## src/rtl/cmp_pkg.sv

```systemverilog
// Shared types and constants for the commit scoreboard: retire record layout,
// mismatch cause bit positions, watchdog limit and the compare FSM states.
package cmp_pkg;

    localparam int XLEN_DEF = 32;
    localparam int RA_W_DEF = 3;

    // Default-width retire record; the top rebuilds it with its own widths.
    typedef struct packed {
        logic [XLEN_DEF-1:0] pc;
        logic                we;
        logic [RA_W_DEF-1:0] rd;
        logic [XLEN_DEF-1:0] data;
    } retire_rec_t;

    // Bit positions inside mm_cause ({pc, we, rd, data}).
    localparam int CAUSE_PC   = 3;
    localparam int CAUSE_WE   = 2;
    localparam int CAUSE_RD   = 1;
    localparam int CAUSE_DATA = 0;

    // Cycles an unpaired record may wait before being flagged.
    localparam int TIMEOUT_CYC = 4095;

    typedef enum logic {
        ST_RUN,
        ST_HALTED
    } cmp_state_e;

endpackage

```

## src/rtl/cmp_fifo.sv

```systemverilog
// DEPTH-entry queue of retire records with push/pop, full/empty flags and a
// combinational head output. Pointers carry one extra wrap bit so full and
// empty are told apart by comparing the MSBs.
module cmp_fifo
    import cmp_pkg::*;
#(
    parameter type T     = retire_rec_t,
    parameter int  DEPTH = 8
) (
    input  logic clk,
    input  logic rst,
    input  logic push,
    input  T     wdata,
    input  logic pop,
    output T     head,
    output logic full,
    output logic empty
);

    localparam int AW = $clog2(DEPTH);

    logic [AW:0] wr_ptr_q;
    logic [AW:0] rd_ptr_q;
    T            mem_q [DEPTH];
    logic        do_push;
    logic        do_pop;

    assign empty   = (wr_ptr_q == rd_ptr_q);
    assign full    = (wr_ptr_q[AW] != rd_ptr_q[AW]) &&
                     (wr_ptr_q[AW-1:0] == rd_ptr_q[AW-1:0]);
    assign do_push = push && !full;
    assign do_pop  = pop && !empty;
    assign head    = mem_q[rd_ptr_q[AW-1:0]];

    // Pointer update; reset drops every stored entry.
    always_ff @(posedge clk) begin
        if (rst) begin
            wr_ptr_q <= '0;
            rd_ptr_q <= '0;
        end else begin
            if (do_push) wr_ptr_q <= wr_ptr_q + {{AW{1'b0}}, 1'b1};
            if (do_pop)  rd_ptr_q <= rd_ptr_q + {{AW{1'b0}}, 1'b1};
        end
    end

    // Storage array, written on accepted pushes only.
    always_ff @(posedge clk) begin
        if (do_push) mem_q[wr_ptr_q[AW-1:0]] <= wdata;
    end

endmodule

```

## src/rtl/commit_scoreboard.sv

```systemverilog
// In-order retire checker: queues DUT and reference retire records on two
// independent channels, pops both heads together and reports field-level
// mismatches. Optional feature macro CMP_TIMEOUT_EN adds a watchdog that
// flags a record left unpaired for TIMEOUT_CYC cycles.
module commit_scoreboard
    import cmp_pkg::*;
#(
    parameter int XLEN        = 32,
    parameter int RA_W        = 3,
    parameter int DEPTH       = 8,
    parameter int CNT_W       = 16,
    parameter int STOP_ON_ERR = 1
) (
    input  logic             clk,
    input  logic             rst,
    input  logic             dut_valid,
    output logic             dut_ready,
    input  logic [XLEN-1:0]  dut_pc,
    input  logic             dut_we,
    input  logic [RA_W-1:0]  dut_rd,
    input  logic [XLEN-1:0]  dut_data,
    input  logic             ref_valid,
    output logic             ref_ready,
    input  logic [XLEN-1:0]  ref_pc,
    input  logic             ref_we,
    input  logic [RA_W-1:0]  ref_rd,
    input  logic [XLEN-1:0]  ref_data,
    input  logic             clear,
    output logic             mismatch,
    output logic [3:0]       mm_cause,
    output logic [XLEN-1:0]  mm_pc,
    output logic [CNT_W-1:0] match_cnt,
    output logic [CNT_W-1:0] err_cnt,
    output logic             halted,
    output logic             idle
);

    typedef struct packed {
        logic [XLEN-1:0] pc;
        logic            we;
        logic [RA_W-1:0] rd;
        logic [XLEN-1:0] data;
    } rec_t;

    // Handshake: a record is taken on a clk edge where x_valid && x_ready;
    // x_ready only depends on queue fullness and the FSM, never on x_valid.
    cmp_state_e       state_q, state_d;
    rec_t             dut_wr, ref_wr, dut_head, ref_head;
    logic             dut_full, dut_empty, ref_full, ref_empty;
    logic             run, pop;
    logic [3:0]       cause_c;
    logic             to_fire;
    logic [XLEN-1:0]  to_pc;
    logic             err_ev, good_ev;
    logic [3:0]       ev_cause;
    logic [XLEN-1:0]  ev_pc;

    logic             mismatch_q;
    logic [3:0]       mm_cause_q;
    logic [XLEN-1:0]  mm_pc_q;
    logic [CNT_W-1:0] match_cnt_q, err_cnt_q;

    assign dut_wr = '{pc: dut_pc, we: dut_we, rd: dut_rd, data: dut_data};
    assign ref_wr = '{pc: ref_pc, we: ref_we, rd: ref_rd, data: ref_data};

    assign run       = (state_q == ST_RUN);
    assign dut_ready = !dut_full && run;
    assign ref_ready = !ref_full && run;
    assign pop       = run && !dut_empty && !ref_empty;

    cmp_fifo #(.T(rec_t), .DEPTH(DEPTH)) u_dut_q (
        .clk(clk), .rst(rst), .push(dut_valid && dut_ready), .wdata(dut_wr),
        .pop(pop), .head(dut_head), .full(dut_full), .empty(dut_empty)
    );

    cmp_fifo #(.T(rec_t), .DEPTH(DEPTH)) u_ref_q (
        .clk(clk), .rst(rst), .push(ref_valid && ref_ready), .wdata(ref_wr),
        .pop(pop), .head(ref_head), .full(ref_full), .empty(ref_empty)
    );

    // Field compare of the two heads; rd/data only matter when both write.
    always_comb begin
        cause_c             = '0;
        cause_c[CAUSE_PC]   = (dut_head.pc != ref_head.pc);
        cause_c[CAUSE_WE]   = (dut_head.we != ref_head.we);
        cause_c[CAUSE_RD]   = dut_head.we && ref_head.we && (dut_head.rd != ref_head.rd);
        cause_c[CAUSE_DATA] = dut_head.we && ref_head.we && (dut_head.data != ref_head.data);
    end

`ifdef CMP_TIMEOUT_EN
    localparam logic [11:0] WD_LAST = 12'(TIMEOUT_CYC - 1);
    logic [11:0] wd_q, wd_d;

    // Watchdog: counts RUN cycles with exactly one queue holding records.
    always_comb begin
        wd_d    = wd_q;
        to_fire = 1'b0;
        to_pc   = !dut_empty ? dut_head.pc : ref_head.pc;
        if (!run || !(dut_empty ^ ref_empty)) begin
            wd_d = '0;
        end else if (wd_q == WD_LAST) begin
            to_fire = 1'b1;
            wd_d    = '0;
        end else begin
            wd_d = wd_q + 12'd1;
        end
    end

    // Watchdog register.
    always_ff @(posedge clk) begin
        if (rst) wd_q <= '0;
        else     wd_q <= wd_d;
    end
`else
    assign to_fire = 1'b0;
    assign to_pc   = '0;
`endif

    assign err_ev   = (pop && (cause_c != 4'b0000)) || to_fire;
    assign good_ev  = pop && (cause_c == 4'b0000);
    assign ev_cause = to_fire ? 4'b1111 : cause_c;
    assign ev_pc    = to_fire ? to_pc : dut_head.pc;

    // FSM next state: halt on an error when configured, leave on clear.
    always_comb begin
        state_d = state_q;
        case (state_q)
            ST_RUN:    if (err_ev && (STOP_ON_ERR != 0)) state_d = ST_HALTED;
            ST_HALTED: if (clear) state_d = ST_RUN;
            default:   state_d = ST_RUN;
        endcase
    end

    // FSM state register.
    always_ff @(posedge clk) begin
        if (rst) state_q <= ST_RUN;
        else     state_q <= state_d;
    end

    // Registered compare results and saturating counters; clear wins.
    always_ff @(posedge clk) begin
        if (rst) begin
            mismatch_q  <= 1'b0;
            mm_cause_q  <= '0;
            mm_pc_q     <= '0;
            match_cnt_q <= '0;
            err_cnt_q   <= '0;
        end else begin
            mismatch_q <= err_ev;
            if (err_ev) begin
                mm_cause_q <= ev_cause;
                mm_pc_q    <= ev_pc;
            end
            if (clear) begin
                match_cnt_q <= '0;
                err_cnt_q   <= '0;
            end else begin
                if (good_ev && (match_cnt_q != '1))
                    match_cnt_q <= match_cnt_q + {{(CNT_W-1){1'b0}}, 1'b1};
                if (err_ev && (err_cnt_q != '1))
                    err_cnt_q <= err_cnt_q + {{(CNT_W-1){1'b0}}, 1'b1};
            end
        end
    end

    assign mismatch  = mismatch_q;
    assign mm_cause  = mm_cause_q;
    assign mm_pc     = mm_pc_q;
    assign match_cnt = match_cnt_q;
    assign err_cnt   = err_cnt_q;
    assign halted    = (state_q == ST_HALTED);
    assign idle      = dut_empty && ref_empty;

endmodule

```

## config.mk

```make
export PLATFORM = sky130hd
export DESIGN_NAME = commit_scoreboard
export DESIGN_NICKNAME = d
export VERILOG_FILES = /design/src/rtl/cmp_pkg.sv /design/src/rtl/cmp_fifo.sv /design/src/rtl/commit_scoreboard.sv
export SDC_FILE = /design/constraint.sdc
export NUM_CORES = 1
export LEC_CHECK = 0
export ABC_CLOCK_PERIOD_IN_PS = 15000
export CORE_MARGIN = 3
export CORE_UTILIZATION = 40
export DETAILED_ROUTE_END_ITERATION = 6
export PLACE_DENSITY = 0.6
export SETUP_SLACK_MARGIN = 0.4
export SYNTH_ARGS = -nofsm -noshare
export SYNTH_HDL_FRONTEND = slang
export SYNTH_SLANG_ARGS = --single-unit
```

## constraint.sdc

```tcl
create_clock -name clk -period 15 [get_ports clk]
set_clock_uncertainty 0.05 [all_clocks]
set_input_delay 2.25 -clock clk [delete_from_list [all_inputs] [get_ports clk]]
set_output_delay 2.25 -clock clk [all_outputs]
set_load 0.02 [all_outputs]
```

==> summary.txt, run 1 <==
headroom to the max-slew limit: 0.244
area leader, netlist: edfxtp_1
DR pass1 iterations: 5
unrepaired setup endpoints after global routing: false
Final Cycle Share: 0.393
placed inst area: 49400 µm²
clock net sink count: 1180
depth of the CTS H-tree: 3
Hold WC Path Type: flop to flop
Worst setup SP type: flop
CTS Buf Count: 115
post-route cell area: 53100 µm²
clock buffer depth: 3
Synth area leaders: edfxtp_1, mux4_2, dfxtp_1
Die Wd: 344 µm
Hold Fails Final Rpt: 0
CTS tree: built
die height: 344 µm
Die ar.: 118000 µm²
setup_tns: 0 ps
R2R Path End: match_cnt[9]
Max Clock Freq: 170 MHz
Worst Hold Launch: mm_pc[10]
CP Capture Type: flop
Core Box Area: 113000 µm²
Critical Path AT: 6430 ps
largest net degree at the start of global routing: 103
EDFF count, synth: 1088
I/O pins: 214
final worst path period need: 5890 ps
initial antenna violation count: 32
power per cell area: 156 nW/µm²
# setup viols final: 0
detailed placement HPWL: 63700 µm
antenna-violating nets left: 0
library cells used by synthesis: 54
Multi-input gate area: 10500 µm²
CP Class: flop to flop
Max IR drop VDD: 0.0921 mV
worst slew pin tran: 1130 ps
Yosys reg bits: 1180
nets@finish: 2578
Mapped Cells: 2164
Synth Flop Type: edfxtp_1
Max Cap Viol: 0
Pwr Total: 8.30 mW
crit path max fanout: 36
R2R depth: 11
Hold Buf Count CTS: 0
commonest non-fill, non-tap cell in the layout: edfxtp_1
WL per Instance: 25.7 µm
RD Place Congestion: 0.821
DRC: 0
routed via count: 21700
pre-CTS WS: 8940 ps
sequential fraction of the synthesis area: 0.754
cell count after placement: 3813
first-pass GRT wire length: 151000 µm
Slew Limit Fails: 0
Ys Warns: 0
syn_nets: 2312
WP data required: 15540 ps
Final Non-Filler Cells: 4044
Detailed Route Iter0 Violations: 1889
area share of the largest cell type after synthesis: 0.714
layout cell share with drive strength beyond 1: 0.189
Post-synth ARST share: 0
hold endpoint: mm_pc[10]
most frequent cells in the layout: edfxtp_1, mux4_2, clkdlybuf4s50_1
Reg area: 34500 µm²
Filler Cells Inserted: 9302
post-cts sizing count: 0
worst skew pair latency: 680 ps
Final WS setup: 9110 ps
clk slew on worst S/H paths: 60 ps
vias in the first global route: 22000
Initial Utilization: 0.405
Leakage: 16.2 nW
Congestion Overflow GR: 0
drt via density: 5.38
port buffer count: 213
area grow syn2layout: 16.0%
Site Rows: 123
status: finished clean
Hold Path Stages: 2
postcts setup bufs: 0
root buf cell: clkbuf_16
cell area after synthesis: 45800 µm²
All-Layer GR Usage: 0.174
R2R setup slack: 9110 ps
routed wire length: 104000 µm
syn_area_per_cell: 21.1 µm²
## cells in the mapped netlist, types with 2 or more instances
master       n
edfxtp_1  1088
mux4_2     225
mux2i_1    159
dfxtp_1     92
nor2_1      90
xor2_1      66
a211oi_1    35
nand2_1     34
mux4_1      33
a21oi_1     31
buf_2       26
buf_6       26
nand3_1     23
clkbuf_1    22
buf_4       19
xnor2_1     18
and3_1      16
nor3_1      16
nor4_1      16
o21ai_0     15
or3_1       14
o22ai_1     13
a31o_2      11
ha_1         7
nand2b_1     7
nand4_1      7
buf_12       5
and4_1       4
mux2_2       4
o31ai_1      4
or4_1        4
a21o_1       3
buf_8        3
clkbuf_8     3
inv_1        3
or2_2        3
a41o_1       2
## final cells by class
class                      instances  area share
multi-input combinational        874       0.198
timing repair buffer             256      0.0464
inverter                           3    0.000212
tap                             1500      0.0354
clock inverter                    74      0.0120
clock buffer                     139      0.0567
antenna                           18    0.000849
sequential                      1180       0.651
## worst max-delay path by stage
stage                     startpoint                  end  slack [ps]  cells past startpoint
after CTS                       flop        match_cnt[15]        8900                     11
after detailed placement        flop        match_cnt[15]        8940                     11
final                           flop         match_cnt[9]        9110                     11
after floorplan            dut_valid  u_dut_q.mem_q[0][0]        5420                      2
after global routing            flop        match_cnt[15]        8600                     11
after global placement          flop        match_cnt[15]        9020                     11
## layer usage
layer / vias to the layer above / global-route usage / wire [µm]
li1: 9514 / - / -
met3: 158 / 0.0432 / 7170
met5: - / 0 / 141
met2: 595 / 0.272 / 49300
met1: 11500 / 0.243 / 44800
met4: 20 / 0.0529 / 2680
## cells by family (layout without fill, tap and decap cells)
| kind of cell | count (synthesis) | in the layout | share of synthesized area |
|---|---|---|---|
| AOI/OAI and AO/OA | 120 | 120 | 0.0175 |
| xor gates and xnor gates | 84 | 84 | 0.0161 |
| adders and majority gates | 7 | 7 | 0.00191 |
| buffers and inverters | 110 | 472 | 0.0189 |
| DFF | 1180 | 1180 | 0.754 |
| muxes | 421 | 421 | 0.165 |
| other | 0 | 18 | 0 |
| and+or+nand+nor | 242 | 242 | 0.0259 |
## stage by stage
| step | utilization | hold slack [ps] |
|---|---|---|
| after floorplan | - | 441 |
| after global placement | 0.437 | 431 |
| after detailed placement | 0.437 | 444 |
| after CTS | 0.469 | 452 |
| after global routing | 0.469 | 468 |
| final | 0.470 | 452 |
## flip-flops by register name, indices dropped and copies added (netlist names), named ones only
register / cells
u_ref_q.rd_ptr_q: 4
match_cnt: 16
u_ref_q.wr_ptr_q: 4
halted: 1
u_ref_q.mem_q: 544
mm_cause: 4
u_dut_q.mem_q: 544
u_dut_q.wr_ptr_q: 4
mismatch: 1
err_cnt: 16
u_dut_q.rd_ptr_q: 4
mm_pc: 32
## worst max-delay path, stage by stage, from the launching register on
cell and delay (ps):
dfxtp_4 800, buf_4 650, buf_4 650, mux4_1 650
mux2i_1 310, xnor2_1 160, nand3_1 90, nor4_1 680
and4bb_1 560, nand3_2 360, or4_1 620, a21oi_1 150
## power by group
| part | internal [mW] | switching, mW | total [mW] |
|---|---|---|---|
| logic | 0.599 | 0.902 | 1.50 |
| clock network | 1.61 | 1.17 | 2.78 |
| registers | 3.88 | 0.135 | 4.02 |
Power figures use the tool's default switching activity.
==> inputs of run 2 (changes only) <==
- ABC_CLOCK_PERIOD_IN_PS: 15000 -> 4800
- PLACE_DENSITY: 0.6 -> 0.62
- clock period: 15 -> 4.8 ns (I/O delays scaled with it)
==> run 2 against run 1 <==
Effect of this change: sequential cell count unchanged; clock-buffer cell count increased by 8; combinational power grew to 3.3 times the previous value; clock power rose to 3.4 times the previous value; total power increased to 3.2 times the previous value; worst hold slack got worse by 3.3 ps; critical path depth did not move; sequential power grew to 3.1 times the previous value; die area unchanged; final area rose by 2.3%; register-to-register slack worse by 8500 ps; highest routed layer unchanged.
==> summary.txt, run 2 (synthesized netlist as in run 1, its figures left out) <==
area grow syn2layout: 18.6%
Reg area: 34500 µm² (unchanged)
first-pass GRT wire length: 156000 µm (+3.4%)
Slowest Stage Delay on Critical Path: 600 ps (-200 ps)
CP cell instances: buf_12, mux4_2, mux2i_1, xor2_1, nor4_1, nand4_1, and4bb_1, nand3_2, buf_4, or3_1, a21oi_1
Critical Path AT: 4720 ps (-1710 ps)
Max Clock Freq: 240 MHz (+42%)
DRC: 0 (unchanged)
unrepaired setup endpoints after global routing: false
depth of the CTS H-tree: 3 (unchanged)
clk slew on worst S/H paths: 60 ps (about the same)
clock net sink count: 1180 (unchanged)
nets@finish: 2628 (+1.9%)
Final Core Density: 0.480 (+0.0107)
Hold Path Stages: 2 (unchanged)
most frequent cells in the layout: edfxtp_1, mux4_2, clkdlybuf4s50_1
drt via density: 5.38 (about the same)
CTS Buf Count: 115 (unchanged)
headroom to the max-slew limit: 0.319 (+0.0758)
setup_tns: 0 ps (unchanged)
RD Place Congestion: 0.798 (-2.7%)
Worst setup SP type: flop
die height: 344 µm (unchanged)
Hold Fails Final Rpt: 0 (unchanged)
Leakage: 16.8 nW (+3.3%)
R2R Path End: match_cnt[3]
WL per Instance: 26.2 µm (+1.8%)
Die ar.: 118000 µm² (unchanged)
Initial Utilization: 0.405 (unchanged)
worst skew pair latency: 690 ps (about the same)
port buffer count: 213 (unchanged)
placed inst area: 50200 µm² (+1.6%)
Multi-input gate area: 10600 µm² (+1.1%)
Slew Limit Fails: 0 (unchanged)
worst slew pin tran: 1020 ps (-117 ps)
Max Cap Viol: 0 (unchanged)
power per cell area: 495 nW/µm² (+220%)
CP delay by family, top: simple AND/OR/NAND/NOR gates
# setup viols final: 0 (unchanged)
detailed placement HPWL: 68400 µm (+7.5%)
post-route cell area: 54300 µm² (+2.3%)
WP data required: 5360 ps (-10180 ps)
hold slack: 449 ps (-3.30 ps)
layout cell share with drive strength beyond 1: 0.213 (+0.0238)
Final Cycle Share: 0.868 (+0.475)
R2R setup slack: 640 ps (-8470 ps)
antenna-violating nets left: 0 (unchanged)
routed wire length: 107000 µm (+3.2%)
Hold WC Path Type: flop to flop
status: finished clean
Detailed Route Iter0 Violations: 1925 (+1.9%)
vias in the first global route: 22400 (+1.6%)
initial antenna violation count: 31 (-3.1%)
Max IR drop VDD: 0.287 mV (+210%)
Buf/Inv on CP: 2 (unchanged)
CP Class: flop to flop
root buf cell: clkbuf_16
Crit-path slowest cell: mux2i_1
Congestion Overflow GR: 0 (unchanged)
Site Rows: 123 (unchanged)
crit path max fanout: 44 (+22%)
Core Box Area: 113000 µm² (unchanged)
CTS tree: built
Worst Hold Launch: mm_pc[12]
final worst path period need: 4160 ps (-1730 ps)
clock buffer depth: 3 (unchanged)
CP Capture Type: flop
R2R depth: 11 (unchanged)
All-Layer GR Usage: 0.180 (+0.00615)
largest net degree at the start of global routing: 69 (-33%)
DR pass1 iterations: 7 (+2)
hold endpoint: mm_pc[12]
Filler Cells Inserted: 9207 (-1.0%)
commonest non-fill, non-tap cell in the layout: edfxtp_1
Hold Buf Count CTS: 0 (unchanged)
I/O pins: 214 (unchanged)
Die Wd: 344 µm (unchanged)
routed via count: 22100 (+1.4%)
run 2: worst reg2reg max path, stage by stage, from the launching register on:
cell and delay, ps:
dfxtp_4 470, buf_12 370, mux4_2 560, mux2i_1 600, xor2_1 150, nor4_1 410, nand4_1 230, and4bb_1 380
nand3_2 140, buf_4 210, or3_1 350, a21oi_1 160
run 2: metal layers:
layer / GRT usage / vias to the layer above / wire, µm
met5: 0 / - / 131
met4: 0.0491 / 20 / 2320
met3: 0.0459 / 153 / 7140
met2: 0.289 / 627 / 52200
met1: 0.247 / 11600 / 45600
li1: - / 9636 / -
run 2: what timing repair did:
action	4_1_cts	5_1_grt
pin swaps	0	0
setup endpoints to repair	9	61
resized for setup	0	10
buffers inserted	1	1
run 2: per-stage QoR:
| step | cells | power (mW) | worst slack, ps |
|---|---|---|---|
| 4_1_cts | 4081 | 27.1 | 405 |
| 2_1_floorplan | 2164 | 15.6 | -282 |
| 3_3_place_gp | 3861 | 17.7 | 238 |
| 5_1_grt | 4087 | 27.9 | 401 |
| 3_5_place_dp | 3861 | 17.8 | 259 |
| 6_report | 4100 | 26.9 | 635 |
run 2: area by class of cell:
type / instances / share of cell area
tap: 1500 / 0.0346
multi-input combinational: 874 / 0.195
sequential: 1180 / 0.636
timing repair buffer: 306 / 0.0597
inverter: 3 / 0.000207
clock inverter: 72 / 0.0152
clock buffer: 147 / 0.0578
antenna: 18 / 0.000830
run 2: power by group:
group / switching (mW) / internal, mW
clock network: 3.77 / 5.54
logic: 2.96 / 2.05
registers: 0.408 / 12.1
total: 7.14 / 19.7
run 2: worst max-delay path by stage:
stage                     cells after the start  slack (ps)                   to                 from
after CTS                                    11         400         match_cnt[3]                 flop
final                                        11         640         match_cnt[3]                 flop
after floorplan                               6        -280  u_dut_q.mem_q[7][0]  u_dut_q.wr_ptr_q[2]
after detailed placement                     13         260         match_cnt[3]                 flop
after global placement                       13         240         match_cnt[4]                 flop
after global routing                         11         400         match_cnt[3]                 flop
